`config.mk`:
```
export PLATFORM = sky130hd
export DESIGN_NAME = truth_table_sweeper
export DESIGN_NICKNAME = d
export VERILOG_FILES = /design/src/rtl/truth_table_pkg.sv /design/src/rtl/truth_table_sweeper_settle_counter.sv /design/src/rtl/truth_table_sweeper.sv
export SDC_FILE = /design/constraint.sdc
export NUM_CORES = 1
export LEC_CHECK = 0
export CAP_MARGIN = 20
export CORE_MARGIN = 3
export CORE_UTILIZATION = 44
export DETAILED_ROUTE_END_ITERATION = 8
export PLACE_DENSITY = 0.84
export SLEW_MARGIN = 20
export SYNTH_ARGS = -nofsm -noshare
export SYNTH_HDL_FRONTEND = slang
export SYNTH_SLANG_ARGS = --single-unit
```
`constraint.sdc`:
```
create_clock -name clk -period 1.3 [get_ports clk]
set_input_delay 0.195 -clock clk [delete_from_list [all_inputs] [get_ports clk]]
set_output_delay 0.195 -clock clk [all_outputs]
set_load 0.03 [all_outputs]
```
`src/rtl/truth_table_pkg.sv`:
```
// Shared types and constants for the truth-table sweeper and its benches.
package truth_table_pkg;

  typedef enum logic [1:0] {
    IDLE,
    DRIVE,
    SAMPLE,
    DONE
  } sweep_state_e;

  // Default geometry; the top derives its own row count from N_IN.
  localparam int unsigned N_IN_DEFAULT = 3;
  localparam int unsigned ROWS         = 2**N_IN_DEFAULT;

  // Width of the settle counter; covers SETTLE values 0..15.
  localparam int unsigned SETTLE_W = 4;

  // Golden table of the three-input reference SOP: minterms 0, 4, 5, 7.
  localparam logic [7:0] MT_SOP3 = 8'hB1;

endpackage

```
`src/rtl/truth_table_sweeper_settle_counter.sv`:
```
// Loadable down-counter that holds each stimulus for SETTLE extra cycles.
module settle_counter
  import truth_table_pkg::*;
#(
  parameter int unsigned SETTLE = 1
) (
  input  logic clk,
  input  logic rst_n,
  input  logic load_i,
  input  logic en_i,
  output logic expired_o
);

  logic [SETTLE_W-1:0] count_q;
  logic [SETTLE_W-1:0] count_d;

  always_comb begin
    count_d = count_q;
    if (load_i) begin
      count_d = SETTLE_W'(SETTLE);
    end else if (en_i && (count_q != '0)) begin
      count_d = count_q - 1'b1;
    end
  end

  always_ff @(posedge clk or negedge rst_n) begin
    if (!rst_n) begin
      count_q <= '0;
    end else begin
      count_q <= count_d;
    end
  end

  // A load of zero expires at once, so DRIVE lasts a single cycle.
  assign expired_o = (count_q == '0);

endmodule

```
`src/rtl/truth_table_sweeper.sv`:
```
// Walks every minterm of an N_IN-input function, captures two outputs into
// truth tables and reports whether and where the tables first differ.
module truth_table_sweeper
  import truth_table_pkg::*;
#(
  parameter int unsigned N_IN   = 3,
  parameter int unsigned SETTLE = 1
) (
  input  logic                 clk,
  input  logic                 rst_n,
  input  logic                 start,
  input  logic                 f_a,
  input  logic                 f_b,
  output logic [N_IN-1:0]      stim,
  output logic                 busy,
  output logic                 done,
  output logic [2**N_IN-1:0]   table_a,
  output logic [2**N_IN-1:0]   table_b,
  output logic                 mismatch,
  output logic [N_IN-1:0]      first_bad,
  input  logic [N_IN-1:0]      rd_idx,
  output logic                 rd_a,
  output logic                 rd_b
);

  localparam int unsigned     NROWS = 2**N_IN;
  localparam logic [N_IN-1:0] LAST  = N_IN'(NROWS - 1);

  sweep_state_e     state_q;
  logic [N_IN-1:0]  stim_q;
  logic             busy_q;
  logic             done_q;
  logic [NROWS-1:0] table_a_q;
  logic [NROWS-1:0] table_b_q;
  logic             mismatch_q;
  logic [N_IN-1:0]  first_bad_q;

  logic             settle_load;
  logic             settle_en;
  logic             settle_expired;

  // Reload on sweep entry and on every SAMPLE, which always returns to DRIVE
  // or finishes the sweep.
  assign settle_load = ((state_q == IDLE) && start) || (state_q == SAMPLE);
  assign settle_en   = (state_q == DRIVE);

  settle_counter #(
    .SETTLE (SETTLE)
  ) u_settle (
    .clk       (clk),
    .rst_n     (rst_n),
    .load_i    (settle_load),
    .en_i      (settle_en),
    .expired_o (settle_expired)
  );

  always_ff @(posedge clk or negedge rst_n) begin
    if (!rst_n) begin
      state_q     <= IDLE;
      stim_q      <= '0;
      busy_q      <= 1'b0;
      done_q      <= 1'b0;
      table_a_q   <= '0;
      table_b_q   <= '0;
      mismatch_q  <= 1'b0;
      first_bad_q <= '0;
    end else begin
      done_q <= 1'b0;
      unique case (state_q)
        IDLE: begin
          if (start) begin
            state_q     <= DRIVE;
            stim_q      <= '0;
            busy_q      <= 1'b1;
            table_a_q   <= '0;
            table_b_q   <= '0;
            mismatch_q  <= 1'b0;
            first_bad_q <= '0;
          end
        end
        DRIVE: begin
          if (settle_expired) begin
            state_q <= SAMPLE;
          end
        end
        SAMPLE: begin
          table_a_q[stim_q] <= f_a;
          table_b_q[stim_q] <= f_b;
          // Ascending sweep: the first difference seen is the lowest index.
          if ((f_a != f_b) && !mismatch_q) begin
            mismatch_q  <= 1'b1;
            first_bad_q <= stim_q;
          end
          if (stim_q == LAST) begin
            state_q <= DONE;
          end else begin
            stim_q  <= stim_q + 1'b1;
            state_q <= DRIVE;
          end
        end
        DONE: begin
          state_q <= IDLE;
          busy_q  <= 1'b0;
          done_q  <= 1'b1;
        end
        default: state_q <= IDLE;
      endcase
    end
  end

  assign stim      = stim_q;
  assign busy      = busy_q;
  assign done      = done_q;
  assign table_a   = table_a_q;
  assign table_b   = table_b_q;
  assign mismatch  = mismatch_q;
  assign first_bad = first_bad_q;
  assign rd_a      = table_a_q[rd_idx];
  assign rd_b      = table_b_q[rd_idx];

endmodule

```
==> run metrics <==
status=finished with violations; violated checks=negative setup slack; Yosys reg bits=31; register area share after synthesis=0.5028; Site Rows=20; worst min path class=input pin to async pin; Slew HR=0.7473; htree depth=2; vias per cell=5.675; Mapped Area=1543 sq um; largest net degree at the start of global routing=32; most instantiated cells after synthesis=31 x dfrtp_1, 23 x nand2_1, 20 x mux2i_1; Clock Skew=0.02233 ns; P&R area growth vs syn=74.45%; vias in the first global route=1488; Synth Flop Type=dfrtp_1; Finished Layout Cells=268; Synth area leaders=dfrtp_1 50%, mux2i_1 13%, mux4_2 5.8%, nand2_1 5.6%, a22o_1 2.8%; PwrDens=2193 nW/um^2; Sink Count=31; TritonCTS clock tree=done; Die W=65.22 um; Avg Synthesized Cell Area=11.43 sq um; flop2flop setup slack=-0.14 ns; Mapped Cells=135; GRT overflow=0; Die Area=4253 sq um; Fmax achieved=525.0 MHz; wire per inst=20.00 um; Starting Density=0.4816; RSZ-0062 raised after global routing=yes; worst-path maximum fanout=2; CTS Hold Bufs=0; Min Clock Period, post-route=1.905 ns; cell accounting for the most synthesized area=dfrtp_1; DRT antenna net count=0; Crit path required time=1.11 ns; Reg2Reg Depth=5; Top Ports=35; worst-path cell chain=mux4_2 > mux2_4 > buf_6; EDFF count, synth=0; Syn. warnings=0; initial antenna violation count=0; first-pass GRT wire length=7127 um; CP Capture Type=primary output; pre-CTS setup slack=-1.119 ns; crit path launch type=flip-flop; # DRC=0; Clock Tree Buf Depth=2; Die Y=65.22 um; Synth cell types=30; detailed-route via count=1521; RR Endpoint=table_a[0]; fraction of layout cells with a size suffix above 1=0.6741; Least-Margin Pin Slew=0.3787 ns; Slowest-stage cell, CP=mux4_2; Hold Violations, Final=0; fin. max-slew vios=0; Iter 0 DRT Violations=95; Port Buf Inserts=34; worst setup margin=-0.6047 ns; async set or reset register ratio after synthesis=1.000; clock root buffer=clkbuf_4; core area=3203 sq um; Total GRT Usage=0.2263; clk slew on worst S/H paths=0.12 ns; Largest stage delay, worst path=0.48 ns; CP Class=flip-flop to primary output; Synthesized Nets=146; Final Wtd Congestion=0.8216; final number of setup-violating endpoints=29; placed cell areas=2222 sq um; First-pass DRT Iterations=4; TritonCTS Buffers=5; Critical Path AT=1.71 ns; max-cap viol count=0; Post-Route WL=5359 um; Reg-to-Reg Start=state_q[0]; area share of the largest cell type after synthesis=0.5028; Leakage Power=1.276 nW; n_diodes=0; count leader, synth=dfrtp_1; Cells after DPL=243; post-DP HPWL=2959 um; Final Cell Area=2691 sq um; WHS=0.1871 ns; worst vdd ir=1.412 mV; insertion delay to the later sink of the worst-skew pair=0.36 ns; ratio of final minimum period to clock period=1.465; Final nets=234
[report_power, final]
group	switching (mW)	internal (mW)	leakage, nW
clock	0.372	0.454	0.0482
sequential	0.327	1.29	0.380
combinational	1.71	1.75	0.848
[layer usage]
| metal | global-route usage | vias to the layer above | share of wire |
|---|---|---|---|
| li1 | - | 671 | - |
| met1 | 0.2576 | 756 | 0.36 |
| met2 | 0.4121 | 79 | 0.53 |
| met3 | 0.05299 | 15 | 0.082 |
| met4 | 0.07772 | 0 | 0.028 |
| met5 | 0 | - | 0 |
[worst max-delay path, delay by kind of cell (launching register included)]
kind	cells	cell delay (ns)
buffers and inverters	1	0.14
muxes	2	0.76
DFF	1	0.46
[final cells by class]
class / count / area [sq um]
multi-input cells: 93 / 960.9
flip-flops and latches: 31 / 803.3
repair buffers: 83 / 752.0
fillers: 162 / 511.7
well taps: 44 / 55.05
clock buffers: 6 / 51.30
clock inverters: 2 / 35.03
inverters: 9 / 33.78
[stage by stage]
step,power (mW),TNS [ns],utilization
after floorplan,2.972,-0.6306,-
after global placement,3.956,-7.260,0.6938
after detailed placement,4.100,-8.114,0.6938
after CTS,5.115,-1.549,0.7512
after global routing,6.190,-4.676,0.8402
final,5.901,-3.426,0.8402
[cells in the final DEF (no fill, tap or decap), types with 5 or more instances in the layout]
master	Yosys	final
clkbuf_4	0	5
nand2_2	0	10
buf_6	0	21
buf_4	0	46
mux2i_1	20	19
dfrtp_2	0	22
clkdlybuf4s50_1	0	6
inv_1	9	7
dfrtp_1	31	9
nand2_1	23	13
a22o_1	5	5
[how the worst max path moves through the flow]
stage | from | depth (start not counted) | endpoint
after floorplan | table_a[5] | 2 | rd_a
after global placement | rd_idx[0] | 4 | rd_b
after detailed placement | rd_idx[0] | 4 | rd_b
after CTS | table_b[7] | 3 | rd_b
after global routing | table_b[6] | 3 | rd_b
final | table_b[6] | 3 | rd_b
[what timing repair did]
| action | CTS | global route |
|---|---|---|
| pin swaps | 5 | 19 |
| resized for setup | 46 | 48 |
| endpoints found under the setup margin | 34 | 35 |
| gates cloned | 1 | 2 |
| buffers inserted | 3 | 12 |
[state kept, by name, indices dropped and copies added (netlist names)]
register and cells:
done 1, table_b 8, table_a 8, u_settle.count_q 4, first_bad 3, state_q 2, mismatch 1, busy 1
stim 3
[kinds of logic (layout without fill, tap and decap cells)]
family          count (synthesis)  count (layout)  synth area share
compound gates                 14              14           0.06974
xor+xnor                        1               1          0.005678
fa+ha+maj                       3               3           0.02433
buf+inv                        14             100           0.03811
flops                          31              31            0.5028
mux                            28              28            0.2174
simple gates                   44              47            0.1419
Note: power is estimated with default switching activity, not from simulation.
